$ cat src/rtl/fetch_pkg.sv
// Shared types and defaults for the instruction-fetch path: FSM states,
// PC update selection, and the default widths/step used by the PC/adder logic.
package fetch_pkg;

    localparam int FETCH_PC_W    = 64;
    localparam int FETCH_INSTR_W = 32;
    localparam int FETCH_PC_STEP = 4;

    typedef enum logic [1:0] {
        ISSUE = 2'd0,
        WAIT  = 2'd1,
        HOLD  = 2'd2
    } fetch_state_t;

    // Which value the PC register takes at the next edge.
    typedef enum logic [1:0] {
        PC_KEEP   = 2'd0,
        PC_INC    = 2'd1,
        PC_BRANCH = 2'd2
    } pc_sel_t;

endpackage

$ cat src/rtl/fetch_timeout_cnt.sv
// Saturating wait-cycle counter for the fetch FSM; expired is high while the
// count sits at TIMEOUT-1.
module fetch_timeout_cnt #(
    parameter int TIMEOUT = 16
) (
    input  logic clk,
    input  logic reset,
    input  logic clr,
    input  logic en,
    output logic expired
);

    localparam int CNT_W = $clog2(TIMEOUT);
    localparam logic [CNT_W-1:0] LAST = CNT_W'(TIMEOUT - 1);

    logic [CNT_W-1:0] count;

    // NOTE: sequential state uses non-blocking assignments so every register
    // samples pre-edge values, independent of block ordering.
    always_ff @(posedge clk) begin
        if (reset || clr) begin
            count <= '0;
        end else if (en && (count != LAST)) begin
            // Saturate so a branch held across the expiry cycle cannot wrap.
            count <= count + CNT_W'(1);
        end
    end

    assign expired = (count == LAST);

endmodule

$ cat src/rtl/fetch_ctrl.sv
// Instruction-fetch sequencer: owns the PC, issues single-beat reads to the
// instruction memory and hands instructions to decode over valid/ready.
module fetch_ctrl
    import fetch_pkg::*;
#(
    parameter int              PC_W     = FETCH_PC_W,
    parameter int              INSTR_W  = FETCH_INSTR_W,
    parameter logic [PC_W-1:0] RESET_PC = '0,
    parameter int              PC_STEP  = FETCH_PC_STEP,
    parameter int              TIMEOUT  = 16
) (
    input  logic               clk,
    input  logic               reset,
    input  logic               stall,
    input  logic               branch_taken,
    input  logic [PC_W-1:0]    branch_target,
    output logic               mem_rd_en,
    output logic [PC_W-1:0]    mem_rd_address,
    input  logic               mem_rdy,
    input  logic [INSTR_W-1:0] mem_data,
    output logic [INSTR_W-1:0] instr_out,
    output logic [PC_W-1:0]    instr_pc,
    output logic               instr_valid,
    input  logic               instr_ready,
    output logic               fetch_err
);

    fetch_state_t state, state_next;
    pc_sel_t      pc_sel;

    logic [PC_W-1:0] pc;
    logic            squash, squash_next;
    logic            capture, clr_valid;
    logic            cnt_clr, cnt_en, cnt_expired;

    fetch_timeout_cnt #(
        .TIMEOUT (TIMEOUT)
    ) u_timeout (
        .clk     (clk),
        .reset   (reset),
        .clr     (cnt_clr),
        .en      (cnt_en),
        .expired (cnt_expired)
    );

    assign mem_rd_address = pc;

    always_ff @(posedge clk) begin
        if (reset) begin
            state <= ISSUE;
        end else begin
            state <= state_next;
        end
    end

    // NOTE: every signal driven here gets a default first, so no path through
    // the case statement can leave one unassigned and infer a latch.
    always_comb begin
        state_next  = state;
        pc_sel      = PC_KEEP;
        squash_next = squash;
        capture     = 1'b0;
        clr_valid   = 1'b0;
        cnt_clr     = 1'b0;
        cnt_en      = 1'b0;
        fetch_err   = 1'b0;
        mem_rd_en   = (state == ISSUE) && !stall && !branch_taken && !reset;

        case (state)
            ISSUE: begin
                if (branch_taken) begin
                    pc_sel = PC_BRANCH;
                end else if (mem_rd_en) begin
                    state_next = WAIT;
                    cnt_clr    = 1'b1;
                end
            end

            WAIT: begin
                cnt_en = 1'b1;
                if (branch_taken) begin
                    // A response arriving alongside the redirect belongs to the
                    // old path, so it completes the squashed fetch immediately.
                    pc_sel = PC_BRANCH;
                    if (mem_rdy) begin
                        squash_next = 1'b0;
                        state_next  = ISSUE;
                    end else begin
                        squash_next = 1'b1;
                    end
                end else if (mem_rdy) begin
                    if (squash) begin
                        squash_next = 1'b0;
                        state_next  = ISSUE;
                    end else begin
                        capture    = 1'b1;
                        pc_sel     = PC_INC;
                        state_next = HOLD;
                    end
                end else if (cnt_expired) begin
                    // PC is left alone so the next ISSUE retries the same fetch.
                    fetch_err   = 1'b1;
                    squash_next = 1'b0;
                    state_next  = ISSUE;
                end
            end

            HOLD: begin
                if (branch_taken) begin
                    pc_sel     = PC_BRANCH;
                    clr_valid  = 1'b1;
                    state_next = ISSUE;
                end else if (instr_valid && instr_ready) begin
                    clr_valid  = 1'b1;
                    state_next = ISSUE;
                end
            end

            default: begin
                state_next = ISSUE;
            end
        endcase
    end

    always_ff @(posedge clk) begin
        if (reset) begin
            pc          <= RESET_PC;
            squash      <= 1'b0;
            instr_valid <= 1'b0;
            instr_out   <= '0;
            instr_pc    <= '0;
        end else begin
            squash <= squash_next;

            case (pc_sel)
                PC_INC:    pc <= pc + PC_W'(PC_STEP);
                PC_BRANCH: pc <= branch_target & ~PC_W'(3);
                default:   pc <= pc;
            endcase

            if (capture) begin
                instr_out   <= mem_data;
                instr_pc    <= pc;
                instr_valid <= 1'b1;
            end else if (clr_valid) begin
                instr_valid <= 1'b0;
            end
        end
    end

endmodule

$ cat config.mk
export PLATFORM = sky130hd
export DESIGN_NAME = fetch_ctrl
export DESIGN_NICKNAME = d
export VERILOG_FILES = /design/src/rtl/fetch_pkg.sv /design/src/rtl/fetch_timeout_cnt.sv /design/src/rtl/fetch_ctrl.sv
export SDC_FILE = /design/constraint.sdc
export NUM_CORES = 1
export LEC_CHECK = 0
export ABC_AREA = 0
export BUFFER_PORTS_ARGS = -buffer_cell sky130_fd_sc_hd__clkbuf_2
export CAP_MARGIN = 30
export CELL_PAD_IN_SITES_DETAIL_PLACEMENT = 0
export CELL_PAD_IN_SITES_GLOBAL_PLACEMENT = 1
export CORE_MARGIN = 2
export CORE_UTILIZATION = 32
export DETAILED_ROUTE_END_ITERATION = 7
export PLACE_DENSITY_LB_ADDON = 0.1
export SLEW_MARGIN = 20
export SYNTH_ARGS = -nofsm -noshare
export SYNTH_HDL_FRONTEND = slang
export SYNTH_SLANG_ARGS = --single-unit
$ cat constraint.sdc
create_clock -name clk -period 8.3 [get_ports clk]
set_clock_uncertainty 0.05 [all_clocks]
set_input_delay 0.415 -clock clk [delete_from_list [all_inputs] [get_ports clk]]
set_output_delay 0.415 -clock clk [all_outputs]
set_load 0.1 [all_outputs]
# ---- Word-level counts from Yosys, hierarchy flattened
# Index checks and enable logic that the tools add are counted.
dict set report word_totals {
  regBits 168
  out_inout_bits 163
  word_cells 73
  input_bits 102
}
dict set report op_classes {
  n_reduce_logical 16
  addsub 2
  n_eq_ne 11
  mux 37
}
# op count
set ops {}
lappend ops {{$pmux W64 S2} 1}
lappend ops {{$add A64 B3 Y64 const B} 1}
lappend ops {{$mux W1} 23}
lappend ops {{$mux W2} 11}
lappend ops {{$ne A3 B3 Y1 const B} 3}
lappend ops {{$pmux W2 S3} 1}
lappend ops {{$logic_and A1 B1 Y1} 5}
lappend ops {{$reduce_and A5 Y1} 1}
lappend ops {{$add A4 B1 Y4 const B} 1}
lappend ops {{$eq A2 B1 Y1 const B} 2}
lappend ops {{$eq A2 B2 Y1 const B} 2}
lappend ops {{$eq A4 B4 Y1 const B} 1}
lappend ops {{$ne A2 B2 Y1 const B} 2}
lappend ops {{$ne A4 B4 Y1 const B} 1}
lappend ops {{$pmux W2 S2} 1}
lappend ops {{$reduce_bool A2 Y1} 2}
lappend ops {{$logic_not A1 Y1} 3}
lappend ops {{$reduce_bool A3 Y1} 1}
lappend ops {{$logic_not A2 Y1} 1}
lappend ops {{$reduce_and A2 Y1} 1}
lappend ops {{$reduce_or A2 Y1} 1}
lappend ops {{$logic_or A1 B1 Y1} 1}

# ---- Depth between registers and ports, before layout
# Gate-level depths: netlist of the first run.
dict set report depth {
  word_depth 8
  mapped_depth 15
  depth_no_buf 11
}

# ---- Hierarchy
# Synthesis of the first run repeated with hierarchy kept, for this count alone.
dict set report unflattened {
  cells_unflattened 1031
  area_unflattened_um2 7806.2
}
# mod seq_area_each_um2 cells_per_inst n_inst area_per_inst_um2
set modules_own_cells {}
lappend modules_own_cells {fetch_ctrl 3203.1 1009 1 7594.8}
lappend modules_own_cells {fetch_timeout_cnt 80.1 22 1 211.5}

# ---- Worst setup path before layout of the first run
# OpenSTA, ideal clock, no wires.
dict set report synth_timing {
  path_type {reg2out}
  startpoint {register u_timeout.count[0]}
  endpoint {output fetch_err}
  n_path_buf 0
  arrival_ns 3.509
  path_stages_with_launch 4
  required_time_ns 7.835
  slack_ns 4.326
  cell_sequence {dfxtp_1 -> ha_1 -> nand3_1 -> nor4_1}
}
dict set report synth_between {
  elab_chain_cells 5
}
# item line
set synth_rtl {}
lappend synth_rtl {{from (decl)} fetch_timeout_cnt.sv:16} ;# logic [CNT_W-1:0] count;
lappend synth_rtl {{from (signal assigned)} fetch_timeout_cnt.sv:25} ;# count <= count + CNT_W'(1);
lappend synth_rtl {{$eq A4 B4 Y1} fetch_timeout_cnt.sv:29} ;# assign expired = (count == LAST);
lappend synth_rtl {{$mux W1} fetch_ctrl.sv:100} ;# end else if (cnt_expired) begin
lappend synth_rtl {{$mux W1} fetch_ctrl.sv:91} ;# end else if (mem_rdy) begin
lappend synth_rtl {{$mux W1} fetch_ctrl.sv:81} ;# if (branch_taken) begin
lappend synth_rtl {{$mux W1} fetch_ctrl.sv:69} ;# case (state)
lappend synth_rtl {{to (decl)} fetch_ctrl.sv:25} ;# output logic fetch_err
# No other way between the ends.

# ---- Final worst setup path of the first run
dict set report layout_timing {
  startpoint {register state[1]}
  endpoint {register pc[44], in the netlist mem_rd_address[44]}
}
dict set report layout_between {
  elab_chain_cells 5
  word_cells_on_any_way 9
  classes_between {4 x eq/ne; 2 x mux; 3 x reduce/logical}
}
# item line
set layout_rtl {}
lappend layout_rtl {{from (decl)} fetch_ctrl.sv:28} ;# fetch_state_t state, state_next;
lappend layout_rtl {{from (signal assigned)} fetch_ctrl.sv:52} ;# state <= state_next;
lappend layout_rtl {{$eq A2 B2 Y1 / $logic_not A2 Y1 (equally long branches)} fetch_ctrl.sv:69}
lappend layout_rtl {{$reduce_or A2 Y1 (no source line)} --}
lappend layout_rtl {{$pmux W2 S2 (*)} fetch_ctrl.sv:69}
lappend layout_rtl {{$eq A2 B2 Y1 / $eq A2 B1 Y1 (equally long branches)} fetch_ctrl.sv:135} ;# case (pc_sel)
lappend layout_rtl {{$pmux W64 S2 / $reduce_bool A2 Y1 (equally long branches)} --}
lappend layout_rtl {{to (signal assigned)} fetch_ctrl.sv:136} ;# PC_INC: pc <= pc + PC_W'(PC_STEP);
lappend layout_rtl {{to (signal assigned)} fetch_ctrl.sv:137} ;# PC_BRANCH: pc <= branch_target & ~PC_W'(3);
lappend layout_rtl {{to (signal assigned)} fetch_ctrl.sv:138} ;# default: pc <= pc;
lappend layout_rtl {{to (decl)} fetch_ctrl.sv:31} ;# logic [PC_W-1:0] pc;
# Every way passes the cells marked *; elsewhere a longest branch is shown, timed or not.
# A chain may end at the register's enable or synchronous reset.

==> results by stage, run 1 <==
Critical path:
- The start-to-end type of the worst setup path is flop to flop.
- STA puts the critical path data required time at 8.57 ns.
- At the worst endpoint, the arrival time is 4.14 ns.
- For the worst flop-to-flop path, the logic depth is 10.
- The worst setup path is launched from a flop.
- The worst setup path is captured at a flop.
- In this run the worst path has a maximum fanout of 77.

Clocking:
- Hold repair after CTS inserted 0 buffers.
- The TritonCTS buffer count is 17.
- CTS saw 164 sinks.
- After clock tree synthesis, the setup repair step added 0 buffers.
- At the later pin of the worst-skew pair, clock insertion delay measures 0.44 ns.
- The number of buffers on the longest clock path is 2.
- Clock tree synthesis selected as its root buffer the cell sky130_fd_sc_hd__clkbuf_16.
- The CTS tree is built.
- The count of cells resized by post-cts repair is 0.
- After clock tree synthesis, the clock-pin slew on the worst setup and hold paths is 0.07 ns.
- The number of H-tree levels is 4.

Status:
- The flow ran to the end, and the final reports show no timing, DRC or antenna violations.

Global route:
- The initial antenna violation count came to 0.
- The first global-routing pass estimated 43.9 mm of wire.
- The combined global-route utilization of all metal layers is 21.3%.
- The maximum number of pins on one net before global-route repair is 84.
- After global routing the overflow that remains totals 0.
- The via count of the first global-routing pass is 7828.

Power and ir drop:
- IR analysis of the VDD net gives a maximum drop of 80.2 uV.
- The cell area power density is 202 nW/um2.
- The static leakage is 3.79 nW.

Timing:
- Setup slack closes at 4.43 ns.
- Hold is met by 0.138 ns.
- The share of the clock period used by the worst path is 46.6%.
- Setup repair after global routing left no endpoint under its margin.
- In this run the tightest slew margin relative to its limit is 28.0%.
- The number of failing hold endpoints at the final stage is 0.
- After layout, the minimum clock period comes to 3.87 ns.
- The max-slew violation total from the final report is 0.
- The total negative slack for setup checks is 0 ns.
- The final number of setup-violating endpoints is 0.
- The fmax is 259 MHz.
- The slew at the pin closest to its max-slew limit is 1.07 ns.

Yosys:
- The number of warnings issued by yosys is 0.
- The mapped netlist covers 7850 um2.
- The commonest cells after synthesis are 252 x sky130_fd_sc_hd__nand2_1, 164 x sky130_fd_sc_hd__dfxtp_1, 150 x sky130_fd_sc_hd__a21oi_1.
- After synthesis the netlist holds a flip-flop and latch count of 164.
- Summing the sequential cell areas from Yosys gives 41.8% of the chip area.
- By area the synthesized netlist is led by sky130_fd_sc_hd__dfxtp_1 42%, sky130_fd_sc_hd__nand2_1 12%, sky130_fd_sc_hd__a21oi_1 9.6%.
- Counting flops with a built-in enable in the synthesized netlist gives 0.
- The average cell area after synthesis is 7.36 um2.
- The synthesized instance count is 1067.
- The cell with the most instances after synthesis is sky130_fd_sc_hd__nand2_1.
- The most used flip-flop cell after synthesis is sky130_fd_sc_hd__dfxtp_1.
- The area share of the largest cell type after synthesis is 41.8%.
- Of all cell types, the one taking the most synthesized area is sky130_fd_sc_hd__dfxtp_1.
- Of all flip-flops after synthesis, the portion carrying an async set or reset was 0%.
- After synthesis, the netlist uses 62 different library cells.

Min path:
- In this run the worst hold path is classified as input pin to flop.
- The number of stages on the worst hold path is 3.

Floorplanning:
- The total area inside the core boundary comes to 24200 um2.
- The die height is 161 um.
- In this run the count of I/O pins placed on the die edge is 265.
- The width of the chip is 161 um.
- The floorplan step defined a die boundary enclosing 25800 um2.
- The starting density of the core is 32.5%.
- After floorplanning, the core was divided into 57 placement rows.

Detailed routing:
- For this run, design rule violations remaining after detail routing come to 0.
- The wire length per cell is 17.4 um.
- The via density per instance is 5.16.
- The number of vias after detailed routing is 8316.
- For this block, the routed nets add up to 28.0 mm of wire.
- The first routing iteration left 617 violations.
- The first-pass iteration count of the detailed router is 5.
- The detail route stage leaves a number of antenna-violating nets equal to 0.

Layout:
- The filler cells instantiated in the layout total 2642.
- For this run, the share of the core covered by cells in the final layout is 41.1%.
- In the final design database the tool counted 1379 nets.
- Compared with the post-synthesis result, the final layout area differs by 26.5%.
- The ratio of cells with drive above 1 in the final layout is 24.7%.
- The repair_antennas step left the layout with diodes totalling 0.

Placed design:
- The worst slack after detailed placement is 4.37 ns.
- The congestion estimate from routability-driven global placement came to 0.795.
- Buffers placed on the I/O ports in this run total 258.
- The half-perimeter wire length of the detailed placement result is 18.9 mm.

Run:
- The reported max-cap violation count is 0.
routing by layer:
metal	up-vias	global-route usage [%]	share of wire (%)	wire length, um
met1	3904	28.3	45	12700
met2	235	34.6	47	13200
met5	-	0	0	0
met4	0	5.12	1.0	289
met3	18	5.45	6.4	1790
li1	4159	-	-	-
final timing paths:
path                                            to    startpoint  slack, ns
worst max-delay path            mem_rd_address[44]      state[1]       4.43
worst min-delay path                 instr_out[27]  mem_data[27]       0.14
worst max register to register  mem_rd_address[44]      state[1]       4.43
worst min register to register        instr_out[7]  instr_out[7]       0.40
worst max-delay path, stage by stage, from the launching register on:
cell,delay (ns)
sky130_fd_sc_hd__dfxtp_1,0.34
sky130_fd_sc_hd__nand2b_1,0.23
sky130_fd_sc_hd__nor3_1,0.16
sky130_fd_sc_hd__and2_4,0.48
sky130_fd_sc_hd__clkinv_2,0.12
sky130_fd_sc_hd__ha_2,0.33
sky130_fd_sc_hd__buf_4,0.66
sky130_fd_sc_hd__clkinv_1,0.20
sky130_fd_sc_hd__nand2_1,0.68
sky130_fd_sc_hd__nor4_1,0.10
sky130_fd_sc_hd__a311o_1,0.34
registers in the layout, indices dropped and copies added, names as in the netlist:
| signal | flops |
|---|---|
| instr_out | 32 |
| instr_pc | 62 |
| instr_valid | 1 |
| mem_rd_address | 62 |
| squash | 1 |
| state | 2 |
| u_timeout.count | 4 |
power by group:
part           leakage, nW  switching, mW  internal (mW)
clock                0.272          0.370          0.422
combinational         2.19          0.281         0.0755
sequential            1.33         0.0468          0.811
total                 3.79          0.698           1.31
per-stage QoR:
stage	power [mW]	std cells	instance area [um2]
after CTS	2.03	1611	9930
after detailed placement	1.23	1579	9360
after global routing	2.09	1611	9930
final	2.01	1611	9930
after global placement	1.23	1577	9300
after floorplan	1.14	1070	7860
cell usage in the layout, fill, tap and decap left out, types with 9 or more instances in the layout:
cell                        netlist  final
sky130_fd_sc_hd__clkbuf_2         1    257
sky130_fd_sc_hd__nand2_1        252    252
sky130_fd_sc_hd__dfxtp_1        164    164
sky130_fd_sc_hd__a21oi_1        150    150
sky130_fd_sc_hd__nor2_1          79     78
sky130_fd_sc_hd__nand3_1         40     40
sky130_fd_sc_hd__o21ai_0         36     36
sky130_fd_sc_hd__a22oi_1         28     28
sky130_fd_sc_hd__nand4_1         22     22
sky130_fd_sc_hd__nor3_1          21     21
sky130_fd_sc_hd__nor4_1          19     19
sky130_fd_sc_hd__clkbuf_16        0     17
sky130_fd_sc_hd__a31oi_1         16     16
sky130_fd_sc_hd__mux2i_1         16     16
sky130_fd_sc_hd__and3_1          12     12
sky130_fd_sc_hd__inv_1           11     11
sky130_fd_sc_hd__nor2b_1         10     10
sky130_fd_sc_hd__buf_4            4      9
layout make-up:
cell class	count	area, um2	share of cell area [%]
Multi-Input combinational cell	809	4200	42.3
Sequential cell	164	3280	33.1
Timing Repair Buffer	269	1420	14.3
Clock buffer	18	429	4.32
Tap cell	324	405	4.08
Clock inverter	14	141	1.42
Inverter	13	50.0	0.504
logic make-up after synthesis:
kind of cell,after synthesis,synth area share [%]
compound gates,278,20.7
simple gates,505,29.6
xor+xnor,1,0.112
buf+inv,97,4.91
other cells,1,0.0478
mux,18,2.33
fa+ha+maj,3,0.478
flops,164,41.8
Note: power is estimated with default switching activity, not from simulation.
==> inputs of run 2 (changes only) <==
--- a/config.mk
+++ b/config.mk
@@ -5,7 +5,7 @@
 export SDC_FILE = /design/constraint.sdc
 export NUM_CORES = 1
 export LEC_CHECK = 0
-export ABC_AREA = 0
+export ABC_AREA = 1
 export BUFFER_PORTS_ARGS = -buffer_cell sky130_fd_sc_hd__clkbuf_2
 export CAP_MARGIN = 30
 export CELL_PAD_IN_SITES_DETAIL_PLACEMENT = 0
==> constraint.sdc (replaced) <==
create_clock -name clk -period 3.6 [get_ports clk]
set_clock_uncertainty 0.05 [all_clocks]
set_input_delay 0.18 -clock clk [delete_from_list [all_inputs] [get_ports clk]]
set_output_delay 0.18 -clock clk [all_outputs]
set_load 0.1 [all_outputs]
==> run 2 against run 1 <==
  * Worst setup slack got worse by 3.3 ns
  * Clock power increased by 140%
  * Flip-flop and latch count unchanged
  * Non-clock buffer count increased by 51
  * Clock-buffer cell count decreased by 1
  * Final cell count increased by 19%
  * Area after synthesis increased by 6.7%
  * Largest cell class unchanged
==> results by stage, run 2 <==
Yosys:
- The cell with the most instances after synthesis is sky130_fd_sc_hd__nor2_1.
- The count of state elements after synthesis is 164.
- The proportion of register bits with asynchronous set or reset after synthesis is 0%.
- Each instance of the synthesized netlist takes up on average 6.49 um2.
- The sequential share of the synthesized area is 39.2%.
- The top cell type by area accounts for 39.2% of the synthesized area.
- The biggest area consumer among synthesized cells is sky130_fd_sc_hd__dfxtp_1.
- After synthesis, the most frequently instantiated cells are 277 x sky130_fd_sc_hd__nor2_1, 268 x sky130_fd_sc_hd__nand2_1, 164 x sky130_fd_sc_hd__dfxtp_1.
- In the synthesized netlist the dominant register cell turns out to be sky130_fd_sc_hd__dfxtp_1.
- The synthesized instance count is 1291.
- Sorting the synthesized cells by area gives the leading types as sky130_fd_sc_hd__dfxtp_1 39%, sky130_fd_sc_hd__nor2_1 12%, sky130_fd_sc_hd__nand2_1 12%.
- The number of warnings issued by yosys is 0.
- The number of flops mapped to enable cells by yosys is 0.
- After synthesis, the netlist uses 33 different library cells.
- The synthesized cell area is 8380 um2.

Global route:
- Entering global routing, the biggest net connects 96 pins.
- The met3 capacity usage during global routing is 5.51%.
- The initial antenna violation count is 3.
- met2 is the most crowded layer.
- The combined global-route utilization of all metal layers is 22.9%.
- For met2 alone, demand over resource in global routing was 37.2%.
- The via count of the first global-routing pass is 8771.
- The met1 track utilization from global routing is 31.1%.
- The first global-routing pass estimated 50.0 mm of wire.
- The total grt overflow is 0.

Floorplanning:
- The core region is 25900 um2.
- The die height is 166 um.
- The die area is 27500 um2.
- The starting density of the core is 32.3%.
- The number of core rows is 59.
- The top-level port count is 265.
- The die is 166 um wide.

Power and ir drop:
- The switching power as a share of total power is 40.2%.
- For this design the total switching power over the nets is 2.09 mW.
- The internal portion of the total power is 3.12 mW.
- Combinational logic burns 24.6% of the power.
- Power spread over the standard cell area amounts to 472 nW/um2.
- The register share of total power is 39.2%.
- The clock power share is 36.3%.
- The static leakage is 4.81 nW.
- Across the VDD grid, the largest voltage drop is 265 uV.
- The total power is 5.21 mW.

Layout:
- The final layout contains 1669 nets.
- The ratio of cells with drive above 1 in the final layout is 23.0%.
- The fill cell total of the finished layout is 2835.
- The count of cells in the finished layout, fillers not included, comes to 1913.
- The finished cells cover 11000 um2.
- The most common library cell in the layout ignoring fill and taps is sky130_fd_sc_hd__nor2_1.
- The area growth from synthesis to layout is 31.9%.
- The final cell utilization of the core is 42.6%.
- Leaving out fill and tap cells, the most frequent cells in the layout are 277 x sky130_fd_sc_hd__nor2_1, 268 x sky130_fd_sc_hd__nand2_1, 258 x sky130_fd_sc_hd__clkbuf_2.

Critical path:
- The element type at the critical path end is a flop.
- The worst path arrival time is 2.83 ns.
- The nature of the critical path startpoint is a flop.
- The start-to-end type of the worst setup path is flop to flop.
- The largest fanout on the critical path is 81.
- The required time of the critical path is 3.91 ns.

Timing:
- The worst path uses 69.8% of the clock period.
- Hold timing on the final database bottoms out at a slack of 0.0158 ns.
- The clock period minus worst slack is 2.51 ns.
- At the pin with the least slew margin, the transition time is 0.784 ns.
- The relative slew slack is 47.7%.
- The max-slew violation total from the final report was 0.
- The fmax is 398 MHz.
- The final number of setup-violating endpoints is 0.
- The number of failing hold endpoints at the final stage is 0.
- Setup repair after global routing left no endpoint under its margin.
- The total negative slack for setup checks is 0 ns.
- The least setup slack across all paths after layout is 1.09 ns.

Placed design:
- The half-perimeter wire length of the detailed placement result is 23.6 mm.
- The cell total after placement is 1828.
- The total placed instance area is 9910 um2.
- The total of buffers placed on input and output ports is 258.
- The worst slack after detailed placement is 1.12 ns.
- Routability-driven placement finished with a final weighted congestion of 0.896.

Clocking:
- The CTS tree is built.
- The H-tree was split into 4 levels.
- After clock tree synthesis, the clock-pin slew on the worst setup and hold paths is 0.08 ns.
- In this run, CTS created clock tree buffers numbering 17.
- The number of hold buffers added after CTS was 52.
- No sink is reached through more buffers than the 2 on the longest clock path.
- The clock net in this run drives a total of 164 sinks.
- Once the clock tree was built, the setup fixing pass inserted 0 buffers.
- In this run the clock root is driven by a sky130_fd_sc_hd__clkbuf_16.
- For the worst-skew pair, the clock arrives at the later sink with an insertion delay of 0.44 ns.
- The count of cells resized by post-cts repair is 0.

Detailed routing:
- The detailed router finished its first iteration with 559 violations.
- Using the TritonRoute via totals, the vias-per-cell ratio works out to 4.82.
- After detailed routing, the average wire length per cell comes to 16.9 um.
- The number of nets still failing antenna checks after routing is 0.
- In the routed design, unresolved DRC markers number 0.
- The number of vias after detailed routing is 9222.
- The first TritonRoute pass finished after 5 iterations.
- The wire length after detailed routing is 32.3 mm.

Run:
- Max-cap violations in this run came to 0.

Status:
- The flow ran to the end, and the final reports show no timing, DRC or antenna violations.

Min path:
- The path type of the worst min-delay path is input pin to flop.
==> run 2: cell count changes after synthesis, moves of 16 or more <==
cell	previous run	this run
sky130_fd_sc_hd__clkbuf_1	65	49
sky130_fd_sc_hd__o21ai_0	36	142
sky130_fd_sc_hd__nor2_1	79	277
sky130_fd_sc_hd__a22oi_1	28	0
sky130_fd_sc_hd__a21oi_1	150	125
sky130_fd_sc_hd__nor4_1	19	0
sky130_fd_sc_hd__inv_1	11	76
sky130_fd_sc_hd__nor3_1	21	3
sky130_fd_sc_hd__nand2_1	252	268
sky130_fd_sc_hd__mux2i_1	16	0
sky130_fd_sc_hd__nand2_2	0	22
sky130_fd_sc_hd__nor2_2	0	18
sky130_fd_sc_hd__xor2_1	1	17
==> run 2: worst paths after layout <==
path	start	end	slack [ns]	cells after the start
min	branch_target[23]	mem_rd_address[23]	0.02	3
min reg2reg	squash	squash	0.44	2
max	state[0]	instr_pc[25]	1.09	7
max reg2reg	state[0]	instr_pc[25]	1.09	7
==> run 2: kinds of logic after synthesis <==
| logic type | count (synthesis) | synth area share [%] |
|---|---|---|
| simple gates | 666 | 33.2 |
| compound gates | 289 | 18.0 |
| flops | 164 | 39.2 |
| buf+inv | 148 | 7.01 |
| xor+xnor | 20 | 2.09 |
| fa+ha+maj | 3 | 0.448 |
| other cells | 1 | 0.0448 |
==> run 2: power by group through the flow <==
stage                     clock network (mW)  logic (mW)  registers [mW]
after floorplan                            0       0.367            2.66
after global placement                     0        1.24            2.08
after detailed placement                   0        1.24            2.09
after CTS                               1.92        1.29            2.04
after global routing                    2.00        1.36            2.06
final                                   1.89        1.28            2.04
==> run 2: critical path, stage by stage, from the launching register on <==
cell                      delay, ns
sky130_fd_sc_hd__dfxtp_1       0.33
sky130_fd_sc_hd__inv_1         0.08
sky130_fd_sc_hd__nor2_2        0.19
sky130_fd_sc_hd__and3_4        0.23
sky130_fd_sc_hd__buf_4         0.42
sky130_fd_sc_hd__buf_4         0.69
sky130_fd_sc_hd__o21ai_0       0.16
sky130_fd_sc_hd__a21oi_1       0.18
==> run 2: final cells by class <==
| type | instances | area (um2) | share of cell area, % |
|---|---|---|---|
| sequential | 164 | 3280 | 29.7 |
| timing repair buffer | 320 | 1900 | 17.2 |
| antenna | 1 | 2.50 | 0.0227 |
| clock buffer | 17 | 425 | 3.85 |
| inverter | 79 | 297 | 2.68 |
| tap | 335 | 419 | 3.79 |
| clock inverter | 15 | 184 | 1.67 |
| multi-input combinational | 982 | 4540 | 41.1 |
==> run 2: layer usage <==
metal / wire length (um) / share of wire, %
met5: 13 / 0.040
met1: 15000 / 46
met3: 2000 / 6.2
met4: 422 / 1.3
met2: 14900 / 46
